--- src/rtl/booth_pkg.sv ---
// Shared definitions for the sequential radix-2 Booth multiplier:
// control-state encoding and the Booth recoding of the multiplier bit pair.
package booth_pkg;

    typedef enum logic [1:0] {
        IDLE  = 2'b00,
        EVAL  = 2'b01,
        SHIFT = 2'b10,
        DONE  = 2'b11
    } state_t;

    typedef enum logic [1:0] {
        NOP = 2'b00,
        ADD = 2'b01,
        SUB = 2'b10
    } booth_op_t;

    // Radix-2 Booth recoding of {Q[0], q_1}: 01 adds M, 10 subtracts M.
    function automatic booth_op_t booth_decode(input logic q0, input logic q_1);
        booth_op_t op;
        case ({q0, q_1})
            2'b01:   op = ADD;
            2'b10:   op = SUB;
            default: op = NOP;
        endcase
        return op;
    endfunction

endpackage

--- src/rtl/booth_ctrl_fsm.sv ---
// Control unit for the Booth multiplier: state register, iteration counter
// and the strobes that sequence the A/Q/M datapath.
module booth_ctrl_fsm
    import booth_pkg::*;
#(
    parameter int WIDTH = 8,
    parameter int CNT_W = $clog2(WIDTH + 2)
) (
    input  logic       clk,
    input  logic       reset,
    input  logic       start,
    input  logic [1:0] booth_bits,
    output logic       load,
    output logic       eval_add,
    output logic       eval_sub,
    output logic       shift,
    output logic       fin,
    output logic       busy
);

    localparam logic [CNT_W-1:0] ITERS = CNT_W'(WIDTH + 1);
    localparam logic [CNT_W-1:0] ONE   = CNT_W'(1);

    state_t           state_q, state_d;
    logic [CNT_W-1:0] count_q, count_d;
    booth_op_t        op;

    // NOTE: sequential state uses non-blocking assignments so every register
    // samples pre-edge values regardless of statement order.
    always_ff @(posedge clk or negedge reset) begin
        if (!reset) begin
            state_q <= IDLE;
            count_q <= '0;
        end else begin
            state_q <= state_d;
            count_q <= count_d;
        end
    end

    // NOTE: every output and next-state signal gets a default first, so no
    // path through the case statement can leave one unassigned (no latches).
    always_comb begin
        state_d  = state_q;
        count_d  = count_q;
        load     = 1'b0;
        eval_add = 1'b0;
        eval_sub = 1'b0;
        shift    = 1'b0;
        fin      = 1'b0;
        op       = booth_decode(booth_bits[1], booth_bits[0]);

        case (state_q)
            IDLE: begin
                if (start) begin
                    load    = 1'b1;
                    count_d = ITERS;
                    state_d = EVAL;
                end
            end
            EVAL: begin
                eval_add = (op == ADD);
                eval_sub = (op == SUB);
                state_d  = SHIFT;
            end
            SHIFT: begin
                shift   = 1'b1;
                count_d = count_q - ONE;
                state_d = (count_q == ONE) ? DONE : EVAL;
            end
            DONE: begin
                fin     = 1'b1;
                state_d = IDLE;
            end
            default: state_d = IDLE;
        endcase

        busy = (state_q == EVAL) || (state_q == SHIFT);
    end

endmodule

--- src/rtl/booth_mult_seq.sv ---
// Sequential radix-2 Booth multiplier with start/busy/done handshake and
// per-operation signed/unsigned mode; holds the A/Q/M/q_1/product datapath.
module booth_mult_seq
    import booth_pkg::*;
#(
    parameter int WIDTH = 8,
    parameter int CNT_W = $clog2(WIDTH + 2)
) (
    input  logic                 clk,
    input  logic                 reset,
    input  logic                 start,
    input  logic                 sgn,
    input  logic [WIDTH-1:0]     multiplicand,
    input  logic [WIDTH-1:0]     multiplier,
    output logic                 busy,
    output logic                 done,
    output logic [2*WIDTH-1:0]   product
);

    // One guard bit lets unsigned operands run through the signed algorithm.
    localparam int E = WIDTH + 1;

    logic [E-1:0]       a, q, m;
    logic               q_1;
    logic [E-1:0]       m_ext, q_ext;
    logic               load, eval_add, eval_sub, shift, fin;

    assign m_ext = {sgn & multiplicand[WIDTH-1], multiplicand};
    assign q_ext = {sgn & multiplier[WIDTH-1], multiplier};

    booth_ctrl_fsm #(
        .WIDTH (WIDTH),
        .CNT_W (CNT_W)
    ) u_ctrl (
        .clk        (clk),
        .reset      (reset),
        .start      (start),
        .booth_bits ({q[0], q_1}),
        .load       (load),
        .eval_add   (eval_add),
        .eval_sub   (eval_sub),
        .shift      (shift),
        .fin        (fin),
        .busy       (busy)
    );

    // NOTE: all datapath registers are reset, because an abort must clear
    // product and leave no stale operand state behind.
    always_ff @(posedge clk or negedge reset) begin
        if (!reset) begin
            a       <= '0;
            q       <= '0;
            m       <= '0;
            q_1     <= 1'b0;
            product <= '0;
        end else begin
            if (load) begin
                a   <= '0;
                q   <= q_ext;
                m   <= m_ext;
                q_1 <= 1'b0;
            end else if (eval_add) begin
                a <= a + m;
            end else if (eval_sub) begin
                a <= a - m;
            end else if (shift) begin
                {a, q, q_1} <= {a[E-1], a, q};
            end

            // Low 2*WIDTH bits of the 2*E-bit {A,Q} hold the exact product.
            if (fin) begin
                product <= {a[WIDTH-2:0], q};
            end
        end
    end

    assign done = fin;

endmodule

--- config.mk ---
export PLATFORM = sky130hd
export DESIGN_NAME = booth_mult_seq
export DESIGN_NICKNAME = d
export VERILOG_FILES = /design/src/rtl/booth_pkg.sv /design/src/rtl/booth_ctrl_fsm.sv /design/src/rtl/booth_mult_seq.sv
export SDC_FILE = /design/constraint.sdc
export NUM_CORES = 1
export LEC_CHECK = 0
export ABC_AREA = 1
export BUFFER_PORTS_ARGS = -buffer_cell sky130_fd_sc_hd__buf_2
export CORE_ASPECT_RATIO = 1.1
export CORE_MARGIN = 4
export CORE_UTILIZATION = 60
export CTS_BUF_LIST = sky130_fd_sc_hd__clkbuf_16
export CTS_CLUSTER_DIAMETER = 30
export DETAILED_ROUTE_END_ITERATION = 7
export GPL_ROUTABILITY_DRIVEN = 0
export GPL_TIMING_DRIVEN = 0
export PLACE_DENSITY = 0.92
export SKIP_CTS_REPAIR_TIMING = 1
export SLEW_MARGIN = 40
export SYNTH_ARGS = -nofsm -noshare
export SYNTH_HDL_FRONTEND = slang
export SYNTH_SLANG_ARGS = --single-unit
--- constraint.sdc ---
create_clock -name clk -period 2.86 [get_ports clk]
set_input_delay 0.286 -clock clk [delete_from_list [all_inputs] [get_ports clk]]
set_output_delay 0.286 -clock clk [all_outputs]
set_load 0.02 [all_outputs]
==> metrics.csv, run 1 <==
metric,value,unit
"commonest non-fill, non-tap cell in the layout",nand2_1,
Reg2Reg Depth,12,
Reg2Reg Launch Point,a[0]$_DFFE_PN0P_,
post-synth top area cell,dfrtp_1,
worst min path class,primary input to async pin,
fin area,3530,µm²
share of cells above drive strength 1,0.177,
die area,6420,µm²
yosys warns,0,
Power Dens Cells,1290,nW/µm²
DR pass1 iterations,6,
CTS tree,yes,
clk root buf,clkbuf_16,
final net count,477,
routed len/inst,16.0,µm
Max Slew Vio Count,0,
largest net degree at the start of global routing,51,
most frequent cells in the layout,"nand2_1 (95), inv_1 (56), dfrtp_1 (50), buf_2 (42), nand3_1 (31)",
final worst slack,773,ps
pre-CTS setup slack,852,ps
worst setup path endpoint,a[8]$_DFFE_PN0P_,
DP Area,3380,µm²
CP arrival,2280,ps
# DRC,0,
Yosys reg bits,50,
Critical Path Slowest Stage Cell,fa_1,
overall power,4.57,mW
Synth cell types,37,
Num CTS Buffers,5,
first-pass GRT wire length,13.3,mm
Die H,83.6,µm
DRT iter0 DRCs,309,
Worst Setup Start Kind,register,
n_diodes,0,
"Seq/Total Area, Yosys",0.401,
final hold slack,15.8,ps
Gate Count Post-Synth,389,
Static Leak,1.90,nW
post-synthesis async set-or-reset flop share,1.00,
mean area per synthesized cell,8.02,µm²
number of port buffers,37,
# IOs,38,
clk sinks,50,
status,"complete, no violations",
CORE AREA,5030,µm²
Critical path origin,a[0]$_DFFE_PN0P_,
vias in the first global route,2914,
final setup fails,0,
Vias,2912,
Max clock buf depth,2,
Area Growth Syn to Fin,13.3,%
actual slew at the worst max-slew pin,635,ps
DPL Wire Length,5.71,mm
GRT overflow,0,
site row count,27,
initial antenna violation count,0,
slowest cell delay on critical path,420,ps
filler instances,356,
vias per cell,5.92,
clock slew at reported path FFs,70,ps
GRT Total Usage,0.259,
Slew headroom,0.576,
number of enable flip-flop cells after synthesis,0,
Syn Nets,433,
clock latency on the worst-skew pair,290,ps
"antenna viol nets, final",0,
Worst Setup Path Type,register to register,
Worst setup EP type,register,
main area contributors after synthesis,"dfrtp_1 (40%), nand2_1 (11%), ha_1 (8.8%)",
Max VDD drop,0.790,mV
CP Cell Sequence,"inv_1, ha_1, inv_1, fa_1, nand2_1, nand2_1, nand3_1, nand3_1, nand3_1, nand2_1, nand3_1, nand2_1",
RSZ-0062 raised after global routing,false,
Final Skew,5.75,ps
fmax,479,MHz
area share of the largest cell type after synthesis,0.401,
Final min period,2090,ps
Final period util,0.730,
Crit Path Max Fanout,4,
Crit Reg-Reg Endpoint,a[8]$_DFFE_PN0P_,
final hold vios,0,
Initial Utilization,0.620,
WP data required,3050,ps
flop-to-flop setup slack,770,ps
setup TNS,0,ps
DRT Wirelength,7.86,mm
number of max-cap violations,0,
CTS H-Tree Depth,2,
Die Wd,76.7,µm
Synth Cell Area,3120,µm²
Post-synth top flop,dfrtp_1,
## state kept, by name, summed over array words and instances (netlist names)
name            flops
a                   9
m                   9
product            16
q                   9
q_1                 1
u_ctrl.count_q      4
u_ctrl.state_q      2
## cell usage after synthesis, drive strengths merged, types with 2 or more instances
cell type / count
xor2: 5
buf: 11
dfrtp: 50
mux2: 4
fa: 2
a21oi: 26
o211ai: 9
nand2: 97
clkbuf: 2
a31oi: 2
nor2: 24
o21ai: 24
or2: 2
nand4: 3
o22ai: 7
nand3: 33
inv: 61
ha: 22
## layer usage
metal  up-vias  wire [µm]  part of all wire  track usage
met4         0        387             0.049        0.143
met3        49        501             0.064       0.0551
met5         -          0                 0            0
li1       1342          -                 -            -
met2       156       4010              0.51        0.459
met1      1365       2960              0.38        0.286
## how the worst min path moves through the flow
| stage | end | startpoint | slack, ps | cells after the start |
|---|---|---|---|---|
| 3_5_place_dp | q[2]$_DFFE_PN0P_ | reset | 350 | 1 |
| 5_1_grt | product[6]$_DFFE_PN0P_ | reset | 60 | 1 |
| 3_3_place_gp | u_ctrl.count_q[3]$_DFFE_PN0P_ | u_ctrl.count_q[3]$_DFFE_PN0P_ | 480 | 2 |
| 4_1_cts | q[2]$_DFFE_PN0P_ | reset | 30 | 1 |
| 6_report | product[6]$_DFFE_PN0P_ | reset | 20 | 1 |
| 2_1_floorplan | a[0]$_DFFE_PN0P_ | reset | -10 | 0 |
## stage by stage
stage | utilization | std cells
after detailed placement | 0.671 | 484
after CTS | 0.702 | 492
final | 0.702 | 492
after global routing | 0.702 | 492
after global placement | 0.671 | 484
after floorplan | - | 389
## report_power, final
part	internal (mW)	switching, mW
registers	1.04	0.233
logic	0.918	1.75
clock network	0.336	0.287
total	2.29	2.27
## layout make-up
cell class	instances	area (µm²)	share of cell area
buffer	13	75.1	0.0212
clock buffer	5	125	0.0354
multi-input combinational	265	1560	0.442
timing repair buffer	37	188	0.0531
tap	58	72.6	0.0205
clock inverter	3	28.8	0.00814
inverter	61	231	0.0655
sequential	50	1250	0.354
## critical path, delay by kind of cell, from the launching register on
family | cells | cell delay [ps]
buffers and inverters | 2 | 240
and+or+nand+nor | 8 | 770
adders and majority gates | 2 | 590
DFF | 1 | 380
## cells by family after synthesis
group / count (synthesis) / synth area share
AOI/OAI and AO/OA: 70 / 0.135
xor gates and xnor gates: 5 / 0.0140
adders and majority gates: 24 / 0.101
buffers and inverters: 74 / 0.0983
DFF: 50 / 0.401
muxes: 4 / 0.0144
and+or+nand+nor: 162 / 0.236
Power figures use the tool's default switching activity.
==> run 2: changes to the inputs <==
Settings changed: CORE_UTILIZATION 60 to 53, PLACE_DENSITY 0.92 to 0.87.
Clock period 2.86 ns to 1.8 ns, I/O delays scaled along.
==> metrics.csv, run 2 (synthesis results as in run 1) <==
metric,value,unit,change
site row count,29,,was 27
CTS H-Tree Depth,2,,unchanged
Slew headroom,0.574,,was 0.576
Max clock buf depth,2,,unchanged
DRT iter0 DRCs,297,,was 309
slowest cell delay on critical path,400,ps,was 420 ps
Critical Path Slowest Stage Cell,dfrtp_1,,was fa_1
fmax,555,MHz,was 479 MHz
routed len/inst,14.4,µm,was 16.0 µm
Static Leak,1.95,nW,was 1.90 nW
first-pass GRT wire length,12.0,mm,was 13.3 mm
DRT Wirelength,7.55,mm,was 7.86 mm
Die H,88.5,µm,was 83.6 µm
Worst Path Buf+Inv,2,,unchanged
Max Slew Vio Count,0,,unchanged
number of max-cap violations,0,,unchanged
share of cells above drive strength 1,0.267,,was 0.177
# IOs,38,,unchanged
CP Cell Sequence,"inv_2, ha_2, inv_2, fa_2, nand2_2, nand2_2, nand3_1, nand3_1, nand3_1, nand2_1, nand3_1, nand2_1",,"was inv_1, ha_1, inv_1, fa_1, nand2_1, nand2_1, nand3_1, nand3_1, nand3_1, nand2_1, nand3_1, nand2_1"
overall power,7.50,mW,was 4.57 mW
RSZ-0062 raised after global routing,true,,was false
Final Skew,9.06,ps,was 5.75 ps
Initial Utilization,0.544,,was 0.620
DPL Wire Length,5.17,mm,was 5.71 mm
DP Area,3400,µm²,was 3380 µm²
DR pass1 iterations,5,,was 6
die area,7180,µm²,was 6420 µm²
final worst slack,-2.57,ps,was 773 ps
most frequent cells in the layout,"nand2_1 (91), inv_1 (51), dfrtp_1 (47), buf_2 (39), nand3_1 (28)",,"was nand2_1 (95), inv_1 (56), dfrtp_1 (50), buf_2 (42), nand3_1 (31)"
initial antenna violation count,0,,unchanged
Power Dens Cells,1990,nW/µm²,was 1290 nW/µm²
CORE AREA,5730,µm²,was 5030 µm²
flop-to-flop setup slack,-3,ps,was 770 ps
"antenna viol nets, final",0,,unchanged
final net count,489,,was 477
largest net degree at the start of global routing,51,,unchanged
GRT overflow,0,,unchanged
fin area,3760,µm²,was 3530 µm²
CP arrival,1980,ps,was 2280 ps
# DRC,0,,unchanged
status,"finished, violations left",,"was complete, no violations"
failing checks,negative setup slack,,
Final min period,1800,ps,was 2090 ps
n_diodes,0,,unchanged
clock slew at reported path FFs,70,ps,about the same
vias per cell,5.47,,was 5.92
clock latency on the worst-skew pair,290,ps,about the same
Worst Setup Start Kind,register,,unchanged
"commonest non-fill, non-tap cell in the layout",nand2_1,,unchanged
CTS tree,yes,,unchanged
final setup fails,1,,was 0
largest register by flop count,product,,unchanged
max FFs per register,16,,unchanged
clk root buf,clkbuf_16,,unchanged
Top Family by Delay on Critical Path,simple AND/OR/NAND/NOR gates,,unchanged
final hold vios,0,,unchanged
WP data required,1980,ps,was 3050 ps
Final period util,1.00,,was 0.730
"most used cell, CP",nand3_1,,
Crit Path Max Fanout,4,,unchanged
Area Growth Syn to Fin,20.7,%,was 13.3%
Num CTS Buffers,5,,unchanged
GRT Total Usage,0.213,,was 0.259
Worst setup EP type,register,,unchanged
vias in the first global route,2707,,was 2914
actual slew at the worst max-slew pin,639,ps,was 635 ps
Max VDD drop,1.26,mV,was 0.790 mV
number of port buffers,37,,unchanged
Vias,2862,,was 2912
Die Wd,81.1,µm,was 76.7 µm
worst min path class,primary input to register,,was primary input to async pin
Worst Setup Path Type,register to register,,unchanged
clk sinks,50,,unchanged
==> run 2: cell count changes in the layout (fill, tap and decap cells not counted), sizes merged <==
| cell | previous run | this run |
|---|---|---|
| clkinvlp | 0 | 1 |
| inv | 63 | 61 |
| dlygate4sd3 | 0 | 1 |
| clkinv | 1 | 2 |
| buf | 48 | 59 |
==> run 2: worst paths after layout <==
kind	startpoint	cells after the start	end
max	a[0]$_DFFE_PN0P_	12	a[8]$_DFFE_PN0P_
min	multiplicand[5]	3	m[5]$_DFFE_PN0P_
max reg2reg	a[0]$_DFFE_PN0P_	12	a[8]$_DFFE_PN0P_
min reg2reg	product[7]$_DFFE_PN0P_	1	product[7]$_DFFE_PN0P_
max in group asynchronous	reset	2	a[4]$_DFFE_PN0P_
min in group asynchronous	reset	2	product[4]$_DFFE_PN0P_
==> run 2: cell type report <==
class,instances,area [µm²]
buffer,13,92.6
clock buffer,5,125
clock inverter,3,18.8
fill,466,1970
inverter,61,235
multi-input combinational,265,1650
sequential,50,1250
tap,77,96.3
timing repair buffer,49,293
==> run 2: through the flow <==
step / std cells / worst slack (ps) / utilization / setup TNS [ps] / hold slack (ps)
after global routing: 523 / -73.1 / 0.656 / -198 / 119
after CTS: 511 / -152 / 0.619 / -329 / -66.0
final: 523 / -2.57 / 0.656 / -2.57 / 99.4
after floorplan: 389 / 91.4 / - / 0 / -116
after detailed placement: 503 / -128 / 0.594 / -251 / 247
after global placement: 503 / -107 / 0.593 / -194 / 383
==> run 2: worst reg2reg max path, stage by stage (launching register included) <==
cell,delay (ps)
dfrtp_1,400
inv_2,70
ha_2,160
inv_2,40
fa_2,370
nand2_2,70
nand2_2,80
nand3_1,120
nand3_1,80
nand3_1,110
nand2_1,70
nand3_1,60
nand2_1,60
==> run 2: where the power goes <==
group	switching, mW	total (mW)	internal, mW
registers	0.368	2.03	1.66
clock network	0.420	0.936	0.516
logic	2.83	4.54	1.71
total	3.62	7.50	3.88
==> run 2: per-layer routing <==
layer / GRT usage / part of all wire / vias to the layer above
met2: 0.369 / 0.50 / 107
met5: 0 / 0 / -
met3: 0.0326 / 0.056 / 19
li1: - / - / 1371
met4: 0.0998 / 0.023 / 0
met1: 0.261 / 0.42 / 1365
